===== src/rtl/mem_access_ctrl_if.sv =====
// Word-wide data-memory bus: the initiator raises mem_req, and the memory completes the access with mem_ready.
interface mem_access_ctrl_if;
    logic        mem_req;
    logic        mem_we;
    logic [31:0] mem_addr;
    logic [3:0]  mem_be;
    logic [31:0] mem_wdata;
    logic        mem_ready;
    logic [31:0] mem_rdata;

    modport master (
        output mem_req, mem_we, mem_addr, mem_be, mem_wdata,
        input  mem_ready, mem_rdata
    );

    modport slave (
        input  mem_req, mem_we, mem_addr, mem_be, mem_wdata,
        output mem_ready, mem_rdata
    );
endinterface


===== src/rtl/mem_access_ctrl.sv =====
// Data-memory initiator: turns EX/MEM load/store ops into request/ready accesses with lane enables and load alignment.
// Optional MEM_ACCESS_UNALIGNED_TRAP_EN: trap misaligned half/word accesses instead of forcing them aligned.
module mem_access_ctrl #(
    parameter int unsigned TIMEOUT_CYCLES = 16,
    parameter int unsigned CNT_W          = 5
) (
    input  logic                     clk,
    input  logic                     rst_n,
    input  logic                     op_valid,
    input  logic                     op_load,
    input  logic                     op_store,
    input  logic [1:0]               op_size,
    input  logic                     op_signed,
    input  logic [31:0]              op_addr,
    input  logic [31:0]              op_wdata,
    output logic                     stall,
    output logic                     ld_valid,
    output logic [31:0]              ld_data,
    output logic                     exc_misalign,
    output logic                     timeout_err,
    mem_access_ctrl_if.master        mem
);

    typedef enum logic [1:0] {IDLE, BUSY, DONE} state_t;

    state_t           state;
    logic [CNT_W-1:0] cnt;
    logic             req_q, we_q;
    logic [31:0]      addr_q, wdata_q;
    logic [3:0]       be_q;
    logic             load_q, signed_q;
    logic [1:0]       size_q, off_q;
    logic             ld_valid_q, timeout_q, misalign_q;
    logic [31:0]      ld_data_q;

    logic             accept;
    logic             misalign_c;
    logic [3:0]       be_c;
    logic [31:0]      wdata_c;
    logic [7:0]       byte_sel;
    logic [15:0]      half_sel;
    logic [31:0]      ld_ext;

    assign accept = op_valid && (op_load || op_store);

`ifdef MEM_ACCESS_UNALIGNED_TRAP_EN
    assign misalign_c = ((op_size == 2'b01) && op_addr[0]) ||
                        (op_size[1] && (op_addr[1:0] != 2'b00));
`else
    assign misalign_c = 1'b0;
`endif

    // NOTE: every variable driven here gets a default first, so no path leaves it unassigned and no latch is inferred.
    always_comb begin
        be_c    = 4'b1111;
        wdata_c = op_wdata;
        case (op_size)
            2'b00: begin
                be_c    = 4'b0001 << op_addr[1:0];
                wdata_c = {4{op_wdata[7:0]}};
            end
            2'b01: begin
                be_c    = op_addr[1] ? 4'b1100 : 4'b0011;
                wdata_c = {2{op_wdata[15:0]}};
            end
            default: ;
        endcase
    end

    // Load extraction uses the fields latched at accept, so the pipeline may change op_* during BUSY.
    always_comb begin
        byte_sel = mem.mem_rdata[{off_q, 3'b000} +: 8];
        half_sel = off_q[1] ? mem.mem_rdata[31:16] : mem.mem_rdata[15:0];
        case (size_q)
            2'b00:   ld_ext = {{24{signed_q & byte_sel[7]}}, byte_sel};
            2'b01:   ld_ext = {{16{signed_q & half_sel[15]}}, half_sel};
            default: ld_ext = mem.mem_rdata;
        endcase
    end

    // NOTE: sequential state uses non-blocking assignments so every register samples pre-edge values.
    always_ff @(posedge clk or negedge rst_n) begin
        if (!rst_n) begin
            state      <= IDLE;
            cnt        <= '0;
            req_q      <= 1'b0;
            we_q       <= 1'b0;
            addr_q     <= '0;
            be_q       <= '0;
            wdata_q    <= '0;
            load_q     <= 1'b0;
            signed_q   <= 1'b0;
            size_q     <= '0;
            off_q      <= '0;
            ld_valid_q <= 1'b0;
            timeout_q  <= 1'b0;
            misalign_q <= 1'b0;
            ld_data_q  <= '0;
        end else begin
            ld_valid_q <= 1'b0;
            timeout_q  <= 1'b0;
            misalign_q <= 1'b0;
            case (state)
                IDLE: begin
                    if (accept) begin
                        load_q   <= !op_store;
                        we_q     <= op_store;
                        size_q   <= op_size;
                        signed_q <= op_signed;
                        off_q    <= op_addr[1:0];
                        addr_q   <= {op_addr[31:2], 2'b00};
                        be_q     <= be_c;
                        wdata_q  <= wdata_c;
                        cnt      <= '0;
                        if (misalign_c) begin
                            misalign_q <= 1'b1;
                            state      <= DONE;
                        end else begin
                            req_q <= 1'b1;
                            state <= BUSY;
                        end
                    end
                end
                BUSY: begin
                    if (mem.mem_ready) begin
                        req_q <= 1'b0;
                        state <= DONE;
                        if (load_q) begin
                            ld_valid_q <= 1'b1;
                            ld_data_q  <= ld_ext;
                        end
                    end else if (cnt == CNT_W'(TIMEOUT_CYCLES - 1)) begin
                        req_q     <= 1'b0;
                        timeout_q <= 1'b1;
                        ld_data_q <= '0;
                        state     <= DONE;
                    end else begin
                        cnt <= cnt + CNT_W'(1);
                    end
                end
                DONE:    state <= IDLE;
                default: state <= IDLE;
            endcase
        end
    end

    assign stall         = ((state == IDLE) && accept) || (state == BUSY);
    assign ld_valid      = ld_valid_q;
    assign ld_data       = ld_data_q;
    assign timeout_err   = timeout_q;
    assign exc_misalign  = misalign_q;
    assign mem.mem_req   = req_q;
    assign mem.mem_we    = we_q;
    assign mem.mem_addr  = addr_q;
    assign mem.mem_be    = be_q;
    assign mem.mem_wdata = wdata_q;

endmodule


===== src/flat_wrapper.sv =====
// flat-port wrapper written by rule: the top's interface ports become plain ports
module mem_access_ctrl_flat 
#(
    parameter int unsigned TIMEOUT_CYCLES = 16,
    parameter int unsigned CNT_W          = 5
)
  (clk, rst_n, op_valid, op_load, op_store, op_size, op_signed, op_addr, op_wdata, stall, ld_valid, ld_data, exc_misalign, timeout_err, mem_mem_req, mem_mem_we, mem_mem_addr, mem_mem_be, mem_mem_wdata, mem_mem_ready, mem_mem_rdata);
  mem_access_ctrl_if mem_i ();
  input  logic clk;
  input  logic rst_n;
  input  logic op_valid;
  input  logic op_load;
  input  logic op_store;
  input  logic [1:0] op_size;
  input  logic op_signed;
  input  logic [31:0] op_addr;
  input  logic [31:0] op_wdata;
  output logic stall;
  output logic ld_valid;
  output logic [31:0] ld_data;
  output logic exc_misalign;
  output logic timeout_err;
  output wire logic [$bits(mem_i.mem_req)-1:0] mem_mem_req;
  output wire logic [$bits(mem_i.mem_we)-1:0] mem_mem_we;
  output wire logic [$bits(mem_i.mem_addr)-1:0] mem_mem_addr;
  output wire logic [$bits(mem_i.mem_be)-1:0] mem_mem_be;
  output wire logic [$bits(mem_i.mem_wdata)-1:0] mem_mem_wdata;
  input wire logic [$bits(mem_i.mem_ready)-1:0] mem_mem_ready;
  input wire logic [$bits(mem_i.mem_rdata)-1:0] mem_mem_rdata;
  assign mem_mem_req = mem_i.mem_req;
  assign mem_mem_we = mem_i.mem_we;
  assign mem_mem_addr = mem_i.mem_addr;
  assign mem_mem_be = mem_i.mem_be;
  assign mem_mem_wdata = mem_i.mem_wdata;
  assign mem_i.mem_ready = mem_mem_ready;
  assign mem_i.mem_rdata = mem_mem_rdata;
  mem_access_ctrl #(.TIMEOUT_CYCLES(TIMEOUT_CYCLES), .CNT_W(CNT_W)) u_core (.clk(clk), .rst_n(rst_n), .op_valid(op_valid), .op_load(op_load), .op_store(op_store), .op_size(op_size), .op_signed(op_signed), .op_addr(op_addr), .op_wdata(op_wdata), .stall(stall), .ld_valid(ld_valid), .ld_data(ld_data), .exc_misalign(exc_misalign), .timeout_err(timeout_err), .mem(mem_i));
endmodule

===== config.mk =====
export PLATFORM = sky130hd
export DESIGN_NAME = mem_access_ctrl_flat
export DESIGN_NICKNAME = d
export VERILOG_FILES = /design/src/rtl/mem_access_ctrl_if.sv /design/src/rtl/mem_access_ctrl.sv /design/src/flat_wrapper.sv
export SDC_FILE = /design/constraint.sdc
export NUM_CORES = 1
export LEC_CHECK = 0
export BUFFER_PORTS_ARGS = -buffer_cell sky130_fd_sc_hd__buf_2
export CAP_MARGIN = 15
export CORE_MARGIN = 5
export CORE_UTILIZATION = 45
export DETAILED_ROUTE_END_ITERATION = 8
export PLACE_DENSITY = 0.72
export SLEW_MARGIN = 20
export SYNTH_ARGS = -nofsm -noshare
export SYNTH_HDL_FRONTEND = slang
export SYNTH_SLANG_ARGS = --single-unit

===== constraint.sdc =====
create_clock -name clk -period 2.1 [get_ports clk]
set_input_delay 0.42 -clock clk [delete_from_list [all_inputs] [get_ports clk]]
set_output_delay 0.42 -clock clk [all_outputs]
set_load 0.05 [all_outputs]

==> flow_metrics.env, run 1 <==
export IMPL_synth_top_area_cell="dfrtp_1"
export IMPL_ir_drop_uv=1610
export IMPL_startpoint_type="register"
export IMPL_n_antenna_cell=0
export IMPL_crit_required_ps=2450
export IMPL_worst_slew_pin_slew_ps=983
export IMPL_fmax_ghz=0.516
export IMPL_fp_dieW_um=117
export IMPL_dieArea_um2=13700
export IMPL_cts_hold_buffers=1
export IMPL_design_area_um2=7050
export IMPL_wl_met3_um=1580
export IMPL_synthCells=462
export IMPL_ys_async_sr_fraction_pct=100
export IMPL_grt_pass1_wl_um=23000
export IMPL_clkTransAtPathRegs_ps=50
export IMPL_finalSetupViolations=0
export IMPL_finalSetupTns_ps=0
export IMPL_detail_route_antenna_nets=0
export IMPL_hold_violations=0
export IMPL_antenna_found_initial=0
export IMPL_path_cells="nand4b_1 -> nor2_1 -> a221o_1"
export IMPL_vias_per_cell=5.34
export IMPL_max_stage_delay_ps=820
export IMPL_drive_gt1_share_pct=44.0
export IMPL_worstPathArrival_ps=2290
export IMPL_ys_types=36
export IMPL_synth_top_area_share_pct=55.8
export IMPL_fp_coreArea_um2=11300
export IMPL_critPathCaptureType="register"
export IMPL_final_fill_count=908
export IMPL_synth_seq_cells=115
export IMPL_root_buffer="clkbuf_16"
export IMPL_post_cts_buffers=0
export IMPL_grt_pass1_vias=4724
export IMPL_p_per_area_nw_per_um2=1920
export IMPL_vias=4430
export IMPL_cts_resized=0
export IMPL_routed_wl_met2_um=6900
export IMPL_slew_violations=0
export IMPL_cts_buffers=17
export IMPL_yosysSeqAreaShare_pct=55.8
export IMPL_clock_path_buffers=2
export IMPL_area_delta_synth_final_pct=36.6
export IMPL_slew_headroom_pct=34.2
export IMPL_hp_class="in -> reg"
export IMPL_gp_congestion=0.917
export IMPL_drt_iter0_markers=264
export IMPL_portBuffers=207
export IMPL_critPathMaxFanout=15
export IMPL_layout_nets=780
export IMPL_die_height_um=117
export IMPL_cts_tree="yes"
export IMPL_cellLeakagePower_uw=0.00353
export IMPL_track_usage_pct=21.9
export IMPL_top_layer="met4"
export IMPL_post_dp_cell_area_um2=6400
export IMPL_synth_flop_cell="dfrtp_1"
export IMPL_grt_start_max_net_pins=54
export IMPL_synth_most_common_cell="dfrtp_1"
export IMPL_clock_latency_ps=420
export IMPL_wl_met1_um=5580
export IMPL_place_hpwl_um=10800
export IMPL_dpl_cell_count=796
export IMPL_crit_type="reg -> reg"
export IMPL_grt_overflow_total=0
export IMPL_synth_warnings=0
export IMPL_skew_ps=6.60
export IMPL_drv_cap=0
export IMPL_cts_sinks=115
export IMPL_wl_per_cell_um=17.4
export IMPL_status="finished, final reports clean"
export IMPL_layoutNonFillerInstCount=829
export IMPL_drt_total_wl_um=14400
export IMPL_fin_crit_sh_pct=92.3
export IMPL_fin_util_pct=62.2
export IMPL_syn_area_per_cell_um2=11.2
export IMPL_cp_slowest_cell="nor2_1"
export IMPL_ios=211
export IMPL_min_period_ps=1940
export IMPL_rrSetupSlack_ps=160
export IMPL_synth_area_um2=5160
export IMPL_initial_core_util_pct=45.6
export IMPL_synth_edf_count=0
export IMPL_num_rows=39
export IMPL_firstDrtPassIters=4
export IMPL_synth_commonest_cells="115 x dfrtp_1, 65 x o21ai_0, 53 x nand2_1"
export IMPL_drcViolationCount=0
export IMPL_synthTopCellsByArea="dfrtp_1 56%, mux2_2 9.8%, o21ai_0 6.3%, mux2i_1 6.2%, nand2_1 3.9%"
export IMPL_cts_max_level=4
export IMPL_total_power_uw=13600
export IMPL_rsz0062_at_grt="no"
[stage by stage]
| stage | hold WS (ps) | setup WS (ps) |
|---|---|---|
| after floorplan | 124 | 341 |
| after global placement | 388 | 188 |
| after detailed placement | 400 | 118 |
| after CTS | 218 | 176 |
| after global routing | 224 | 19.6 |
| final | 235 | 161 |
[power by group]
| part | switching (uW) | leakage (uW) | internal [uW] | total [uW] |
|---|---|---|---|---|
| registers | 630 | 0.00142 | 3230 | 3860 |
| clock network | 1060 | 0.000300 | 1990 | 3050 |
| logic | 4860 | 0.00182 | 1790 | 6650 |
| total | 6540 | 0.00353 | 7020 | 13600 |
[registers in the layout, indices dropped and copies added, names as in the netlist, 2 cells and up]
register / cells
u_core.ld_data: 32
u_core.mem.mem_wdata: 32
u_core.mem.mem_addr: 30
u_core.cnt: 5
u_core.mem.mem_be: 4
u_core.off_q: 2
u_core.size_q: 2
u_core.state: 2
[metal layers]
layer	global-route usage (%)	vias to the layer above
li1	-	2068
met1	26.1	2115
met2	34.9	216
met3	8.69	31
met4	10.4	0
met5	0	-
[critical path, delay by kind of cell (launching register included)]
family	cells	cell delay (ps)
simple gates	2	1150
compound gates	1	290
flops	1	420
[cells by family after synthesis]
| kind of cell | synth area share (%) |
|---|---|
| AOI/OAI and AO/OA | 13.3 |
| adders and majority gates | 0.485 |
| buffers and inverters | 3.69 |
| DFF | 55.8 |
| muxes | 16.3 |
| other | 0.0727 |
| and+or+nand+nor | 10.4 |
[cells in the final DEF, fill, tap and decap left out, types with 2 or more instances in the layout]
cell type   synthesis  layout
a21o_1              2       2
a21oi_1            24      24
a221o_1            15      15
a22o_1              2       2
and3_1              2       2
buf_12              0       5
buf_2               8     206
buf_4               3       9
bufinv_16           0       4
clkbuf_16           0      17
clkinv_4            0       6
clkinvlp_4          0       3
conb_1              1       3
dfrtp_1           115     115
ha_1                2       2
inv_1              12      12
mux2_2             45      45
mux2i_1            32      32
nand2_1            53      53
nand2b_1            6       6
nor2_1             12      12
nor2b_1             8       8
nor3_1              4       4
nor3b_1             3       3
nor4_1              7       7
nor4b_2             2       2
o21ai_0            65      65
or3_1               8       7
[path summary, 6_finish.rpt]
path | start | end | depth (start not counted)
max | u_core.state[1] | u_core.ld_data[23] | 3
min | op_store | u_core.load_q | 2
max reg2reg | u_core.state[1] | u_core.ld_data[23] | 3
min reg2reg | u_core.ld_data[6] | u_core.ld_data[6] | 2
max in group asynchronous | rst_n | u_core.mem.mem_wdata[22] | 3
min in group asynchronous | rst_n | u_core.ld_data[11] | 2
[layout make-up]
| class | count | area [um2] | share of cell area [%] |
|---|---|---|---|
| sequential | 115 | 2880 | 40.8 |
| multi-input combinational | 306 | 2100 | 29.8 |
| timing repair buffer | 221 | 1210 | 17.2 |
| clock buffer | 17 | 425 | 6.04 |
| clock inverter | 15 | 209 | 2.97 |
| tap | 143 | 179 | 2.54 |
| inverter | 12 | 45.0 | 0.639 |
Note: power is estimated with default switching activity, not from simulation.
==> inputs of run 2 (changes only) <==
--- a/config.mk
+++ b/config.mk
@@ -5,6 +5,7 @@
 export SDC_FILE = /design/constraint.sdc
 export NUM_CORES = 1
 export LEC_CHECK = 0
+export ABC_AREA = 1
 export BUFFER_PORTS_ARGS = -buffer_cell sky130_fd_sc_hd__buf_2
 export CAP_MARGIN = 15
 export CORE_MARGIN = 5
==> flow_metrics.env, run 2 <==
export IMPL_wl_per_cell_um=14.8
export IMPL_drv_cap=0
export IMPL_startpoint_type="register"
export IMPL_skew_ps=9.53
export IMPL_ios=211
export IMPL_fmax_ghz=0.513
export IMPL_cts_resized=0
export IMPL_synth_commonest_cells="327 x nand2_1, 115 x dfrtp_1, 52 x nor2_1"
export IMPL_worst_slack_ps=151
export IMPL_status="finished, final reports clean"
export IMPL_ys_async_sr_fraction_pct=100
export IMPL_layout_nets=1004
export IMPL_final_fill_count=1052
export IMPL_whs_ps=84.5
export IMPL_fp_coreArea_um2=11500
export IMPL_cellLeakagePower_uw=0.00410
export IMPL_drt_iter0_markers=416
export IMPL_initial_core_util_pct=46.3
export IMPL_worstPathArrival_ps=1530
export IMPL_synthCells=691
export IMPL_cts_max_level=4
export IMPL_cts_sinks=115
export IMPL_drcViolationCount=0
export IMPL_worst_slew_pin_slew_ps=618
export IMPL_n_antenna_cell=0
export IMPL_clock_path_buffers=2
export IMPL_synth_top_area_cell="dfrtp_1"
export IMPL_vias_per_cell=4.83
export IMPL_area_delta_synth_final_pct=33.3
export IMPL_place_hpwl_um=11400
export IMPL_clkTransAtPathRegs_ps=50
export IMPL_cts_buffers=17
export IMPL_drive_gt1_share_pct=29.1
export IMPL_fp_dieW_um=119
export IMPL_firstDrtPassIters=4
export IMPL_gp_congestion=0.915
export IMPL_fin_util_pct=61.7
export IMPL_critPathCaptureType="output pin"
export IMPL_clock_latency_ps=410
export IMPL_grt_pass1_vias=4931
export IMPL_portBuffers=207
export IMPL_grt_overflow_total=0
export IMPL_drt_total_wl_um=15600
export IMPL_synth_most_common_cell="nand2_1"
export IMPL_vias=5091
export IMPL_syn_area_per_cell_um2=7.72
export IMPL_hp_class="in -> async"
export IMPL_total_power_uw=11700
export IMPL_track_usage_pct=22.3
export IMPL_cts_tree="yes"
export IMPL_synth_area_um2=5330
export IMPL_layout_common_cells="327 x nand2_1, 206 x buf_2, 115 x dfrtp_1"
export IMPL_cts_hold_buffers=0
export IMPL_synth_top_area_share_pct=54.0
export IMPL_post_cts_buffers=0
export IMPL_critPathMaxFanout=11
export IMPL_synthTopCellsByArea="dfrtp_1 54%, nand2_1 23%, o21ai_0 4.4%, nor2_1 3.7%, a21oi_1 3.5%"
export IMPL_slew_violations=0
export IMPL_fin_crit_sh_pct=92.8
export IMPL_grt_pass1_wl_um=25300
export IMPL_yosysSeqAreaShare_pct=54.0
export IMPL_crit_required_ps=1680
export IMPL_synth_seq_cells=115
export IMPL_ys_types=27
export IMPL_root_buffer="clkbuf_16"
export IMPL_final_common_cell="nand2_1"
export IMPL_synth_edf_count=0
export IMPL_pre_cts_ws_ps=314
export IMPL_synth_flop_cell="dfrtp_1"
export IMPL_die_height_um=119
export IMPL_min_period_ps=1950
export IMPL_dieArea_um2=14100
export IMPL_slew_headroom_pct=58.8
export IMPL_ir_drop_uv=815
export IMPL_p_per_area_nw_per_um2=1640
export IMPL_antenna_found_initial=1
export IMPL_rsz0062_at_grt="no"
export IMPL_crit_type="reg -> out"
export IMPL_grt_start_max_net_pins=116
export IMPL_finalSetupTns_ps=0
export IMPL_finalSetupViolations=0
export IMPL_num_rows=39
export IMPL_synth_warnings=0
export IMPL_hold_violations=0
export IMPL_detail_route_antenna_nets=0
run 2: power by group:
group / switching (uW) / internal (uW)
Sequential: 480 / 3010
Clock: 1080 / 1760
Combinational: 4140 / 1200
run 2: stage by stage:
stage	cell area, um2	std cells
after floorplan	5340	693
after global placement	6520	1021
after detailed placement	6520	1021
after CTS	7110	1053
after global routing	7110	1053
final	7110	1053
run 2: cells by family after synthesis:
group                    synth area share (%)
flip-flops                               54.0
other                                  0.0703
adder cells (fa/ha/maj)                 0.469
buffers and inverters                    5.59
XOR/XNOR                                0.164
AO/OA/AOI/OAI                            8.43
AND/OR/NAND/NOR                          31.3
run 2: final cells by class:
type	count	area, um2	share of cell area [%]
flip-flops and latches	115	2880	40.5
multi-input cells	511	2180	30.6
repair buffers	220	1160	16.3
clock buffers	18	429	6.04
well taps	143	179	2.52
clock inverters	14	158	2.22
inverters	32	128	1.80
run 2: path summary, 6_finish.rpt:
kind | start | end | slack (ps) | cells after the start
max | u_core.state[1] | stall | 150 | 4
min | rst_n | u_core.ld_valid | 80 | 2
max reg2reg | u_core.cnt[0] | u_core.cnt[2] | 290 | 10
min reg2reg | u_core.mem.mem_be[0] | u_core.mem.mem_be[0] | 470 | 2
max in group asynchronous | rst_n | u_core.ld_data[24] | 1550 | 2
min in group clk | op_addr[15] | u_core.mem.mem_addr[15] | 200 | 3
run 2: metal layers:
| layer | global-route usage [%] | routed length, um | vias up |
|---|---|---|---|
| met5 | 0 | 20 | - |
| met4 | 6.23 | 101 | 2 |
| met2 | 34.6 | 7180 | 219 |
| met1 | 29.2 | 6790 | 2297 |
| li1 | - | - | 2564 |
| met3 | 8.91 | 1500 | 9 |
run 2: critical path, stage by stage, from the launching register on:
cell	delay (ps)
dfrtp_1	400
nor2_1	200
nand3_4	180
nand2_1	90
buf_2	260
